**config.mk**
```make
export PLATFORM = sky130hd
export DESIGN_NAME = vga_text_renderer_flat
export DESIGN_NICKNAME = d
export VERILOG_FILES = /design/src/rtl/vga_text_pkg.sv /design/src/rtl/vga_text_renderer_if.sv /design/src/rtl/vga_glyph_rom.sv /design/src/rtl/vga_text_renderer.sv /design/src/flat_wrapper.sv
export SDC_FILE = /design/constraint.sdc
export NUM_CORES = 1
export LEC_CHECK = 0
export CAP_MARGIN = 20
export CORE_ASPECT_RATIO = 1.4
export CORE_MARGIN = 2
export CORE_UTILIZATION = 50
export CTS_CLUSTER_DIAMETER = 100
export CTS_CLUSTER_SIZE = 28
export DETAILED_ROUTE_END_ITERATION = 16
export PLACE_DENSITY_LB_ADDON = 0.12
export SLEW_MARGIN = 20
export SYNTH_ARGS = -nofsm -noshare
export SYNTH_HDL_FRONTEND = slang
export SYNTH_SLANG_ARGS = --single-unit
```
**constraint.sdc**
```tcl
create_clock -name i_clk -period 29.5 [get_ports i_clk]
set_input_delay 5.9 -clock i_clk [delete_from_list [all_inputs] [get_ports i_clk]]
set_output_delay 5.9 -clock i_clk [all_outputs]
set_load 0.02 [all_outputs]
```
**src/rtl/vga_text_pkg.sv**
```systemverilog
// Shared types and constants for the VGA text renderer.
// Colours are packed {Blue,Green,Red}, 8 bits each; glyphs are 5x7 bitmaps
// with bit[gy*5+gx] set for a lit dot (gy=0 top row, gx=0 left column).
package vga_text_pkg;

   typedef logic [23:0] colour_t;
   typedef logic [34:0] glyph_t;

   localparam colour_t BLACK  = 24'h000000;
   localparam colour_t BLUE   = 24'hFF0000;
   localparam colour_t GREEN  = 24'h00FF00;
   localparam colour_t RED    = 24'h0000FF;
   localparam colour_t WHITE  = 24'hFFFFFF;
   localparam colour_t YELLOW = 24'h00FFFF;
   localparam colour_t CYAN   = 24'hFFFF00;
   localparam colour_t PINK   = 24'hFF00FF;

   typedef enum logic [7:0] {
      GLY_BLANK = 8'd0,
      GLY_BLOCK = 8'd1,
      GLY_A     = 8'd2,
      GLY_B     = 8'd3
   } glyph_code_e;

   // Rows are given top to bottom; within a row the LSB is the leftmost dot,
   // so the binary literals read mirror-imaged.
   function automatic glyph_t mk_glyph(input logic [4:0] r0, r1, r2, r3, r4, r5, r6);
      return {r6, r5, r4, r3, r2, r1, r0};
   endfunction

endpackage

```
**src/rtl/vga_text_renderer_if.sv**
```systemverilog
// Bus between the timing generator / character writer and the text renderer.
// master: drives pixel position, frame pulse and char-RAM writes; reads colour.
// slave:  the renderer, consuming the inputs and driving the registered colour.
interface vga_text_renderer_if #(
   parameter int COLS = 16,
   parameter int ROWS = 2
);
   localparam int AW = $clog2(COLS * ROWS);
   localparam int CW = $clog2(COLS * ROWS + 1);

   logic [9:0]    i_x_pos;
   logic [9:0]    i_y_pos;
   logic          i_frame_start;
   logic          i_wr_en;
   logic [AW-1:0] i_wr_addr;
   logic [7:0]    i_wr_data;
   logic [CW-1:0] i_word_cnt;
   logic          i_commit;
   logic [7:0]    o_Blue;
   logic [7:0]    o_Green;
   logic [7:0]    o_Red;

   modport master (
      output i_x_pos, i_y_pos, i_frame_start, i_wr_en, i_wr_addr, i_wr_data, i_word_cnt, i_commit,
      input  o_Blue, o_Green, o_Red
   );

   modport slave (
      input  i_x_pos, i_y_pos, i_frame_start, i_wr_en, i_wr_addr, i_wr_data, i_word_cnt, i_commit,
      output o_Blue, o_Green, o_Red
   );
endinterface

```
**src/rtl/vga_glyph_rom.sv**
```systemverilog
// Glyph ROM: character code -> 5x7 bitmap, purely combinational.
// Latency 0; the caller registers the result.
// No backpressure. Ports: i_code (8b glyph code), o_glyph (35b bitmap).
module vga_glyph_rom
   import vga_text_pkg::*;
(
   input  logic [7:0] i_code,
   output glyph_t     o_glyph
);
   always_comb begin
      o_glyph = '0;
      case (i_code)
         GLY_BLOCK: o_glyph = '1;
         GLY_A:     o_glyph = mk_glyph(5'b00000, 5'b00100, 5'b01010, 5'b10001,
                                       5'b11111, 5'b10001, 5'b10001);
         GLY_B:     o_glyph = mk_glyph(5'b01111, 5'b10001, 5'b10001, 5'b01111,
                                       5'b10001, 5'b10001, 5'b01111);
         default:   o_glyph = '0;
      endcase
   end
endmodule

```
**src/rtl/vga_text_renderer.sv**
```systemverilog
// Text renderer: ROWS x COLS grid of 5x7 dot glyphs from a double-buffered char RAM.
// Latency 3 cycles from x/y to o_* colour; every cycle advances, no stall.
// No backpressure: writes/commits are accepted every cycle; swaps happen at frame_start.
// Ports: i_clk, i_rst (async high); bus (slave): x/y, frame_start, wr_en/addr/data,
// word_cnt, commit in; o_Blue/o_Green/o_Red out. Optional cursor: CURSOR_BLINK_EN.
module vga_text_renderer
   import vga_text_pkg::*;
#(
   parameter int COLS         = 16,
   parameter int ROWS         = 2,
   parameter int PIXEL_DIST   = 10,
   parameter int PIXEL_LEN    = 8,
   parameter int CHAR_GAP     = 10,
   parameter int OFFSET_X     = 40,
   parameter int OFFSET_Y     = 30,
   parameter int BLINK_FRAMES = 30
) (
   input logic                i_clk,
   input logic                i_rst,
   vga_text_renderer_if.slave bus
);
   localparam int CELLS  = COLS * ROWS;
   localparam int AW     = $clog2(CELLS);
   localparam int CW     = $clog2(CELLS + 1);
   localparam int COLW   = $clog2(COLS + 1);
   localparam int ROWW   = $clog2(ROWS + 1);
   localparam int CELL_W = 5 * PIXEL_DIST + CHAR_GAP;
   localparam int CELL_H = 7 * PIXEL_DIST + CHAR_GAP;

   // Bank control and character RAM
   logic          bank_sel_q, bank_sel_d;
   logic          commit_pend_q, commit_pend_d;
   logic [CW-1:0] active_cnt_q, active_cnt_d;
   logic [7:0]    mem_q [2][CELLS];
   logic [7:0]    mem_d [2][CELLS];
   logic          swap;

   always_comb begin
      swap          = bus.i_frame_start && (commit_pend_q || bus.i_commit);
      bank_sel_d    = bank_sel_q ^ swap;
      commit_pend_d = !swap && (commit_pend_q || bus.i_commit);
      active_cnt_d  = active_cnt_q;
      if (swap)
         active_cnt_d = (32'(bus.i_word_cnt) > 32'(CELLS)) ? CW'(CELLS) : bus.i_word_cnt;
      mem_d = mem_q;
      // Writes target the pre-swap shadow even when a swap fires this cycle,
      // so the new content is what becomes visible.
      if (bus.i_wr_en && (32'(bus.i_wr_addr) < 32'(CELLS)))
         mem_d[~bank_sel_q][bus.i_wr_addr] = bus.i_wr_data;
   end

   // Cursor blink phase
   logic cursor_ph;
`ifdef CURSOR_BLINK_EN
   localparam int FW = (BLINK_FRAMES > 1) ? $clog2(BLINK_FRAMES) : 1;
   logic [FW-1:0] frame_cnt_q, frame_cnt_d;
   logic          blink_ph_q, blink_ph_d;

   always_comb begin
      frame_cnt_d = frame_cnt_q;
      blink_ph_d  = blink_ph_q;
      if (bus.i_frame_start) begin
         if (32'(frame_cnt_q) == 32'(BLINK_FRAMES - 1)) begin
            frame_cnt_d = '0;
            blink_ph_d  = ~blink_ph_q;
         end else begin
            frame_cnt_d = frame_cnt_q + 1'b1;
         end
      end
   end

   always_ff @(posedge i_clk or posedge i_rst) begin
      if (i_rst) begin
         frame_cnt_q <= '0;
         blink_ph_q  <= 1'b0;
      end else begin
         frame_cnt_q <= frame_cnt_d;
         blink_ph_q  <= blink_ph_d;
      end
   end
   assign cursor_ph = blink_ph_q;
`else
   assign cursor_ph = 1'b0;
`endif

   // S1: cell column/row by comparator chain, cell-local offsets
   logic [9:0]    dx, dy, cx, cy;
   logic [COLW-1:0] col;
   logic [ROWW-1:0] row;
   logic [CW-1:0] idx;
   logic          in_region, in_text_d, cursor_d;

   always_comb begin
      dx  = bus.i_x_pos - 10'(OFFSET_X);
      dy  = bus.i_y_pos - 10'(OFFSET_Y);
      col = '0;
      cx  = dx;
      for (int k = 1; k <= COLS; k++)
         if (int'(dx) >= k * CELL_W) begin
            col = COLW'(k);
            cx  = dx - 10'(k * CELL_W);
         end
      row = '0;
      cy  = dy;
      for (int k = 1; k <= ROWS; k++)
         if (int'(dy) >= k * CELL_H) begin
            row = ROWW'(k);
            cy  = dy - 10'(k * CELL_H);
         end
      in_region = (bus.i_x_pos >= 10'(OFFSET_X)) && (bus.i_y_pos >= 10'(OFFSET_Y)) &&
                  (32'(col) < 32'(COLS)) && (32'(row) < 32'(ROWS));
      // Only meaningful inside the grid, where it cannot overflow CW bits.
      idx       = CW'(row) * CW'(COLS) + CW'(col);
      in_text_d = in_region && (idx < active_cnt_q);
`ifdef CURSOR_BLINK_EN
      cursor_d  = in_region && (idx == active_cnt_q) && (active_cnt_q < CW'(CELLS));
`else
      cursor_d  = 1'b0;
`endif
   end

   logic          s1_text_q, s1_cursor_q;
   logic [AW-1:0] s1_idx_q;
   logic [9:0]    s1_cx_q, s1_cy_q;

   // S2: dot position within the cell, RAM read
   logic [2:0] gx, gy;
   logic [9:0] mx, my;
   logic       area, dot_on;

   always_comb begin
      gx = '0;
      mx = s1_cx_q;
      for (int k = 1; k <= 5; k++)
         if (int'(s1_cx_q) >= k * PIXEL_DIST) begin
            gx = 3'(k);
            mx = s1_cx_q - 10'(k * PIXEL_DIST);
         end
      gy = '0;
      my = s1_cy_q;
      for (int k = 1; k <= 7; k++)
         if (int'(s1_cy_q) >= k * PIXEL_DIST) begin
            gy = 3'(k);
            my = s1_cy_q - 10'(k * PIXEL_DIST);
         end
      // gx==5 or gy==7 means the pixel lies in the inter-cell gap
      area   = (gx < 3'd5) && (gy < 3'd7);
      dot_on = (mx < 10'(PIXEL_LEN)) && (my < 10'(PIXEL_LEN));
   end

   logic       s2_text_q, s2_cursor_q, s2_dot_q, s2_row6_q;
   logic [7:0] s2_code_q;
   logic [5:0] s2_bit_q;

   // S3: glyph bit and colour mux
   glyph_t  glyph;
   logic    lit;
   colour_t colour_q, colour_d;

   vga_glyph_rom u_rom (
      .i_code  (s2_code_q),
      .o_glyph (glyph)
   );

   always_comb begin
      lit      = s2_dot_q && glyph[s2_bit_q];
      colour_d = BLACK;
      if (s2_text_q)
         colour_d = !lit ? BLUE : (s2_code_q == GLY_BLOCK) ? CYAN : WHITE;
      else if (s2_cursor_q)
         colour_d = (cursor_ph && s2_row6_q && s2_dot_q) ? YELLOW : BLUE;
   end

   always_ff @(posedge i_clk or posedge i_rst) begin
      if (i_rst) begin
         bank_sel_q    <= 1'b0;
         commit_pend_q <= 1'b0;
         active_cnt_q  <= '0;
         for (int b = 0; b < 2; b++)
            for (int i = 0; i < CELLS; i++)
               mem_q[b][i] <= '0;
         s1_text_q   <= 1'b0;
         s1_cursor_q <= 1'b0;
         s1_idx_q    <= '0;
         s1_cx_q     <= '0;
         s1_cy_q     <= '0;
         s2_text_q   <= 1'b0;
         s2_cursor_q <= 1'b0;
         s2_dot_q    <= 1'b0;
         s2_row6_q   <= 1'b0;
         s2_code_q   <= '0;
         s2_bit_q    <= '0;
         colour_q    <= BLACK;
      end else begin
         bank_sel_q    <= bank_sel_d;
         commit_pend_q <= commit_pend_d;
         active_cnt_q  <= active_cnt_d;
         mem_q         <= mem_d;
         s1_text_q     <= in_text_d;
         s1_cursor_q   <= cursor_d;
         s1_idx_q      <= idx[AW-1:0];
         s1_cx_q       <= cx;
         s1_cy_q       <= cy;
         s2_text_q     <= s1_text_q && area;
         s2_cursor_q   <= s1_cursor_q && area;
         s2_dot_q      <= dot_on;
         s2_row6_q     <= (gy == 3'd6);
         s2_code_q     <= mem_q[bank_sel_q][s1_idx_q];
         s2_bit_q      <= 6'(gy) * 6'd5 + 6'(gx);
         colour_q      <= colour_d;
      end
   end

   assign bus.o_Blue  = colour_q[23:16];
   assign bus.o_Green = colour_q[15:8];
   assign bus.o_Red   = colour_q[7:0];
endmodule
```
**src/flat_wrapper.sv**
```systemverilog
// flat-port wrapper written by rule: the top's interface ports become plain ports
module vga_text_renderer_flat import vga_text_pkg::*;
#(
   parameter int COLS         = 16,
   parameter int ROWS         = 2,
   parameter int PIXEL_DIST   = 10,
   parameter int PIXEL_LEN    = 8,
   parameter int CHAR_GAP     = 10,
   parameter int OFFSET_X     = 40,
   parameter int OFFSET_Y     = 30,
   parameter int BLINK_FRAMES = 30
)
  (i_clk, i_rst, bus_i_x_pos, bus_i_y_pos, bus_i_frame_start, bus_i_wr_en, bus_i_wr_addr, bus_i_wr_data, bus_i_word_cnt, bus_i_commit, bus_o_Blue, bus_o_Green, bus_o_Red);
  vga_text_renderer_if #(.COLS(COLS), .ROWS(ROWS)) bus_i ();
  input logic i_clk;
  input logic i_rst;
  input wire logic [$bits(bus_i.i_x_pos)-1:0] bus_i_x_pos;
  input wire logic [$bits(bus_i.i_y_pos)-1:0] bus_i_y_pos;
  input wire logic [$bits(bus_i.i_frame_start)-1:0] bus_i_frame_start;
  input wire logic [$bits(bus_i.i_wr_en)-1:0] bus_i_wr_en;
  input wire logic [$bits(bus_i.i_wr_addr)-1:0] bus_i_wr_addr;
  input wire logic [$bits(bus_i.i_wr_data)-1:0] bus_i_wr_data;
  input wire logic [$bits(bus_i.i_word_cnt)-1:0] bus_i_word_cnt;
  input wire logic [$bits(bus_i.i_commit)-1:0] bus_i_commit;
  output wire logic [$bits(bus_i.o_Blue)-1:0] bus_o_Blue;
  output wire logic [$bits(bus_i.o_Green)-1:0] bus_o_Green;
  output wire logic [$bits(bus_i.o_Red)-1:0] bus_o_Red;
  assign bus_i.i_x_pos = bus_i_x_pos;
  assign bus_i.i_y_pos = bus_i_y_pos;
  assign bus_i.i_frame_start = bus_i_frame_start;
  assign bus_i.i_wr_en = bus_i_wr_en;
  assign bus_i.i_wr_addr = bus_i_wr_addr;
  assign bus_i.i_wr_data = bus_i_wr_data;
  assign bus_i.i_word_cnt = bus_i_word_cnt;
  assign bus_i.i_commit = bus_i_commit;
  assign bus_o_Blue = bus_i.o_Blue;
  assign bus_o_Green = bus_i.o_Green;
  assign bus_o_Red = bus_i.o_Red;
  vga_text_renderer #(.COLS(COLS), .ROWS(ROWS), .PIXEL_DIST(PIXEL_DIST), .PIXEL_LEN(PIXEL_LEN), .CHAR_GAP(CHAR_GAP), .OFFSET_X(OFFSET_X), .OFFSET_Y(OFFSET_Y), .BLINK_FRAMES(BLINK_FRAMES)) u_core (.i_clk(i_clk), .i_rst(i_rst), .bus(bus_i));
endmodule
```
==> impl_metrics.toml <==
[drt]
drtIter0Drc = 1306
drt_wl_total_um = 78000
antenna_left = 0
drc_errors = 0
num_vias = 18700
wl_per_cell_um = 26.6
vias_per_cell = 6.36
dr.pass1.iters = 5

[setup_path]
worstPathBufferInverterCount = 5
path_class = "in2reg"
crit_family = "buffers and inverters"
worstPathRequired_ns = 30.03
cp_cell_sequence = "clkdlybuf4s50_1 > buf_4 > inv_2 > ha_1 > xnor2_2 > buf_4 > inv_1 > ha_1 > nor2b_1 > o22ai_1 > a222oi_1 > or4_1 > nand2_1 > o21ai_0 > a21oi_1 > nor2_1 > ha_1 > a21o_1 > a221oi_1 > o21ai_0 > nor3_1 > o311ai_0 > nor2_1"
crit_path_frequent_cell = "ha_1"
worst-path-max-fanout = 25
slowest_stage = "or4_1"
worstPathArrival_ns = 11.37
max_stage_delay_ns = 0.67
endpoint_kind = "flop"
crit_path_start_kind = "input port"

[synthesis]
synth_seq_area_share_pct = 47.6
yosys_warnings = 0
synth-seq-cells = 565
synthTopCellsByArea = "dfrtp_1, mux2_2, mux4_2"
synth-async-reset-ratio_pct = 100
ys_types = 86
yosys.area.top_type_share_pct = 47.6
synth_largest_area_cell = "dfrtp_1"
synthCells = 2233
synth_ff_type = "dfrtp_1"
avgSynthCellArea_sq_um = 13.3
synth-edff-count = 0
syn_nets = 2332
synth_most_common_cell = "dfrtp_1"
syn_area_sq_um = 29700
synthTopCellsByCount = "dfrtp_1, mux2_2, mux4_2"

[sta]
finalClockSkew_ns = 0.0268
rsz0062_at_grt = "no"
whs_ns = 0.421
slew_viol_final = 0
min_period_ns = 10.84
fin_ws_ns = 18.66
slew_headroom_pct = 26.4
worst_slew_pin_slew_ns = 1.10
hold_viol = 0
period_share_pct = 36.7
fmax_ghz = 0.0923
finalSetupViolCount = 0
finalSetupTns_ns = 0

[placed_design]
dpl.hpwl_um = 53400
gp_routability_congestion = 0.934
place_ws_ns = 18.05
numPortBuffers = 67

[clocking]
clock_latency_ns = 0.62
clockBufferDepth = 3
htree_levels = 1
postCtsHoldBufs = 0
clock_sinks = 565
cts-root-buf = "clkbuf_16"
cts_tree = "built"
clk_pin_slew_ns = 0.10
cts_setup_buffers = 0
cts_resized = 0
cts_made_buffers = 25

[cells_and_area]
fillers = 4978
multi_input_area_sq_um = 14600
ff_latch_area_sq_um = 14100
drive_gt1_share_pct = 36.2
n_antenna_cell = 0
syn_to_final_growth_pct = 6.28
post-route-util_pct = 53.8
fin_nets = 2282

[flow_run]
maxCapViolCount = 0

[grt]
grt_usage_pct = 25.7
antenna_found_initial = 1
overflow = 0
grt_pass1_vias = 19400
grt_max_degree = 128
grt_pass1_wl_um = 120000

[hold_path]
hold_class = "reg2reg"

[die]
die_h_um = 292
dieArea_sq_um = 61300
core_sq_um = 58600
pin_count = 68
start_util_pct = 50.6
die_width_um = 210
num_rows = 105

[power_and_ir_drop]
powerDensity_nw_per_um2 = 71.2
p_leak_nw = 13.9
total_power_mw = 2.24
ir_worst_vdd_mv = 0.0583

[status]
status = "complete, no violations"
## cell type report
type | count | area share (%)
clock buffer | 27 | 2.04
clock inverter | 5 | 0.274
inverter | 33 | 0.417
multi-input combinational | 1452 | 46.4
sequential | 565 | 44.9
tap | 749 | 2.97
timing repair buffer | 106 | 3.01
## path summary, 6_finish.rpt
kind | startpoint | end | slack [ns] | cells past startpoint
max in group asynchronous | i_rst | u_core.mem_q[85] | 20.73 | 6
worst min register to register | u_core.s2_text_q | u_core.colour_q[22] | 0.42 | 0
worst max-delay path | bus_i_x_pos[3] | u_core.s1_text_q | 18.66 | 23
worst min-delay path | u_core.s2_text_q | u_core.colour_q[22] | 0.42 | 0
worst max register to register | u_core.s1_cy_q[3] | u_core.s2_bit_q[5] | 25.09 | 12
min in group asynchronous | i_rst | u_core.colour_q[15] | 5.85 | 2
## routing by layer
layer,GRT usage (%),part of all wire [%]
met4,9.08,3.8
met5,0,0.022
met2,44.5,50
met3,1.94,3.2
met1,34.3,43
## metrics by stage
step | instance area, sq um | instances
finish | 31500 | 2937
global route | 31500 | 2937
CTS | 31500 | 2936
detailed placement | 30800 | 2904
global placement | 30800 | 2904
floorplan | 29700 | 2233
## state kept, by name (all words and copies together), names as in the netlist
signal	count
u_core.s1_idx_q	5
u_core.s1_cx_q	10
u_core.s2_text_q	1
u_core.s1_cy_q	10
u_core.s2_dot_q	1
u_core.mem_q	512
u_core.s1_text_q	1
u_core.s2_code_q	8
u_core.bank_sel_q	1
u_core.s2_bit_q	6
u_core.colour_q	3
u_core.active_cnt_q	6
u_core.commit_pend_q	1
## report_power, final
| group | internal (mW) | switching (mW) | leakage [nW] |
|---|---|---|---|
| logic | 0.396 | 0.326 | 6.12 |
| registers | 0.976 | 0.131 | 7.46 |
| clock network | 0.163 | 0.253 | 0.355 |
| total | 1.53 | 0.710 | 13.9 |
## logic make-up after synthesis
| kind of cell | after synthesis | synth area share, % |
|---|---|---|
| DFF | 565 | 47.6 |
| AOI/OAI and AO/OA | 299 | 6.91 |
| buffers and inverters | 216 | 3.09 |
| muxes | 694 | 32.7 |
| xor gates and xnor gates | 40 | 1.18 |
| and+or+nand+nor | 363 | 6.11 |
| adders and majority gates | 56 | 2.38 |
## cells in the final DEF (no fill, tap or decap), drive strengths merged, types with 7 or more instances in the layout
cell type / synthesis / routed
dfrtp: 565 / 565
mux2: 517 / 517
mux4: 168 / 168
nand2: 115 / 115
o21ai: 78 / 78
nor2: 77 / 77
clkdlybuf4s50: 0 / 59
a21oi: 54 / 54
ha: 54 / 54
buf: 72 / 47
inv: 33 / 36
nand3: 34 / 34
xnor2: 28 / 28
clkbuf: 111 / 27
nor3: 25 / 25
a31oi: 21 / 21
and2: 15 / 15
nand2b: 14 / 14
xor2: 12 / 12
a21o: 12 / 12
a211oi: 12 / 12
o21a: 11 / 11
nor3b: 11 / 11
o211ai: 9 / 9
mux2i: 9 / 9
or4: 9 / 9
nor4: 9 / 9
nor2b: 8 / 8
a221oi: 8 / 8
or2: 7 / 7
and3: 7 / 7
nand4: 7 / 7
o22ai: 7 / 7
a2111oi: 7 / 7
## worst register-to-register path: cells and delay by family (launching register included)
| family | cells | cell delay (ns) |
|---|---|---|
| adder cells (fa/ha/maj) | 4 | 1.39 |
| flip-flops | 1 | 0.70 |
| buffers and inverters | 2 | 0.51 |
| AO/OA/AOI/OAI | 6 | 1.71 |
(Power assumes the default switching activity.)
==> RTL change, RTL diff (config.mk and constraints unchanged) <==
Register the output `bus.o_Green`; this adds one clock of latency there.
--- a/src/rtl/vga_text_renderer.sv
+++ b/src/rtl/vga_text_renderer.sv
@@ -214,3 +214,5 @@
    assign bus.o_Blue  = colour_q[23:16];
-   assign bus.o_Green = colour_q[15:8];
+   always_ff @(posedge i_clk) begin
+      bus.o_Green <= colour_q[15:8];
+   end
    assign bus.o_Red   = colour_q[7:0];
Formal check against the unedited RTL: no difference found for any inputs over 4 cycles, from zero or initial values and one cycle with i_rst high; that may be too few to reach the edited logic, so the function may still have changed.
==> RTL change against the unedited design <==
Synthesized area is 0.11% lower; first-iteration DRC count decreased by 0.54%; register-to-register slack got worse by 330 ps; sequential cell count increased by 1; critical path depth shrank 6; final area down 0.23%; setup slack gained 120 ps; utilization decreased by 0.12 points; non-clock buffer count decreased by 3; total power shrank 0.41%; wire length is 2.1% lower.
==> RTL change: results <==
group,metric,value,unit
route,wl,76.4,mm
placed_design,gp_congestion,0.919,
cts,htreeDepth,1,
synthesis,netlist_top_cells_count,"dfrtp_1 (565), mux2_2 (514), mux4_2 (168)",
cells_and_area,drive_gt1_frac,0.357,
grt,grt_pass1_vias,19400,
power_and_ir_drop,power.switching,0.000697,W
placed_design,dp.cells,2907,
hold_path,min_from,"u_core.colour_q[15]",
route,drtIter0Drc,1299,
synthesis,synth_seq_area_share,0.478,
synthesis,async_flop_share,0.998,
synthesis,synth_cell_types,90,
timing,slew-limit-headroom,0.289,
route,via_per_inst,6.36,
synthesis,syn_inst,2240,
grt,grt_pass1_wl,119,mm
power_and_ir_drop,vdd_drop_max,51.4,uV
cts,cts-resized-gates,0,
cts,cts-root-buf,"clkbuf_16",
timing,finClkSkew,18.3,ps
cts,clk_latency,600,ps
power_and_ir_drop,power.leakage,13.9,nW
synthesis,synth_nets,2339,
worst_setup_path,arrival,11230,ps
status,status,"finished, final reports clean",
synthesis,synth_top_cells_by_area,"dfrtp_1 (48%), mux2_2 (20%), mux4_2 (13%)",
floorplan,core_area,58600,um^2
placed_design,hpwl,52.1,mm
grt,grt.total_usage,0.252,
worst_setup_path,critPathMaxFanout,22,
cells_and_area,fill_cells,4928,
route,wl_per_cell,25.9,um
grt,antenna_found_initial,2,
grt,grt_max_degree,185,
worst_setup_path,r2r_start,"u_core.s1_cy_q[3]",
cts,cts_made_buffers,24,
-- RTL change: cell types whose count changed in the layout (fill, tap and decap cells not counted), sizes merged, moves of 9 or more --
cell	unedited run	this run
nand3	34	22
a21oi	54	66
o21ai	78	61
nor2	77	86
nand2	115	128
-- RTL change: cell families (layout without fill, tap and decap cells) --
group / Yosys count / after routing / share of synthesized area
fa+ha+maj: 56 / 56 / 0.0238
simple gates: 380 / 380 / 0.0639
flops: 566 / 566 / 0.478
other cells: 0 / 2 / 0
xor+xnor: 37 / 37 / 0.0109
mux: 685 / 685 / 0.324
buf+inv: 215 / 170 / 0.0312
compound gates: 301 / 301 / 0.0684
-- RTL change: worst paths after layout --
path	end	slack, ps
min	u_core.bus.o_Green[6]	360
min in group asynchronous	u_core.colour_q[22]	5790
min reg2reg	u_core.bus.o_Green[6]	360
max reg2reg	u_core.s2_bit_q[5]	24760
max in group asynchronous	u_core.mem_q[229]	21490
max	u_core.s1_text_q	18780
-- RTL change: power groups by stage --
stage          clock, W  sequential, W  combinational [W]
5_1_grt        0.000449        0.00114           0.000769
3_3_place_gp          0        0.00111           0.000705
4_1_cts        0.000423        0.00111           0.000721
2_1_floorplan         0        0.00106           0.000569
6_report       0.000409        0.00111           0.000715
3_5_place_dp          0        0.00113           0.000719
-- RTL change: worst max-delay path: stages --
cell and delay, ps:
clkdlybuf4s50_1 450, buf_4 280, inv_2 210, ha_1 720, inv_1 320, ha_1 450, a21o_1 250, a211oi_1 370
o32ai_1 240, nor2_1 560, a21oi_1 150, o21ai_0 250, a21oi_1 140, ha_1 210, a2111oi_0 430, nand3_1 140
a31oi_1 160
-- RTL change: layout make-up --
| cell class | instances | area share |
|---|---|---|
| Inverter | 32 | 0.00406 |
| Sequential cell | 566 | 0.450 |
| Antenna cell | 2 | 0.000159 |
| Clock inverter | 3 | 0.00175 |
| Clock buffer | 32 | 0.0207 |
| Multi-Input combinational cell | 1459 | 0.463 |
| Timing Repair Buffer | 103 | 0.0304 |
| Tap cell | 749 | 0.0298 |
-- RTL change: per-stage QoR --
stage	power (W)	cell area (um^2)	hold WS, ps	setup slack, ps	util
after global routing	0.00236	31500	366	18470	0.537
after global placement	0.00182	30700	327	18320	0.524
after floorplan	0.00163	29600	324	7800	-
final	0.00224	31500	356	18780	0.537
after detailed placement	0.00185	30700	337	18320	0.524
after CTS	0.00225	31400	362	18910	0.536
-- RTL change: per-layer routing --
layer	track usage	vias up	share of wire
met5	0	-	0
met4	0.0512	0	0.019
met3	0.0276	95	0.040
met2	0.439	488	0.51
met1	0.344	9931	0.43
li1	-	8225	-
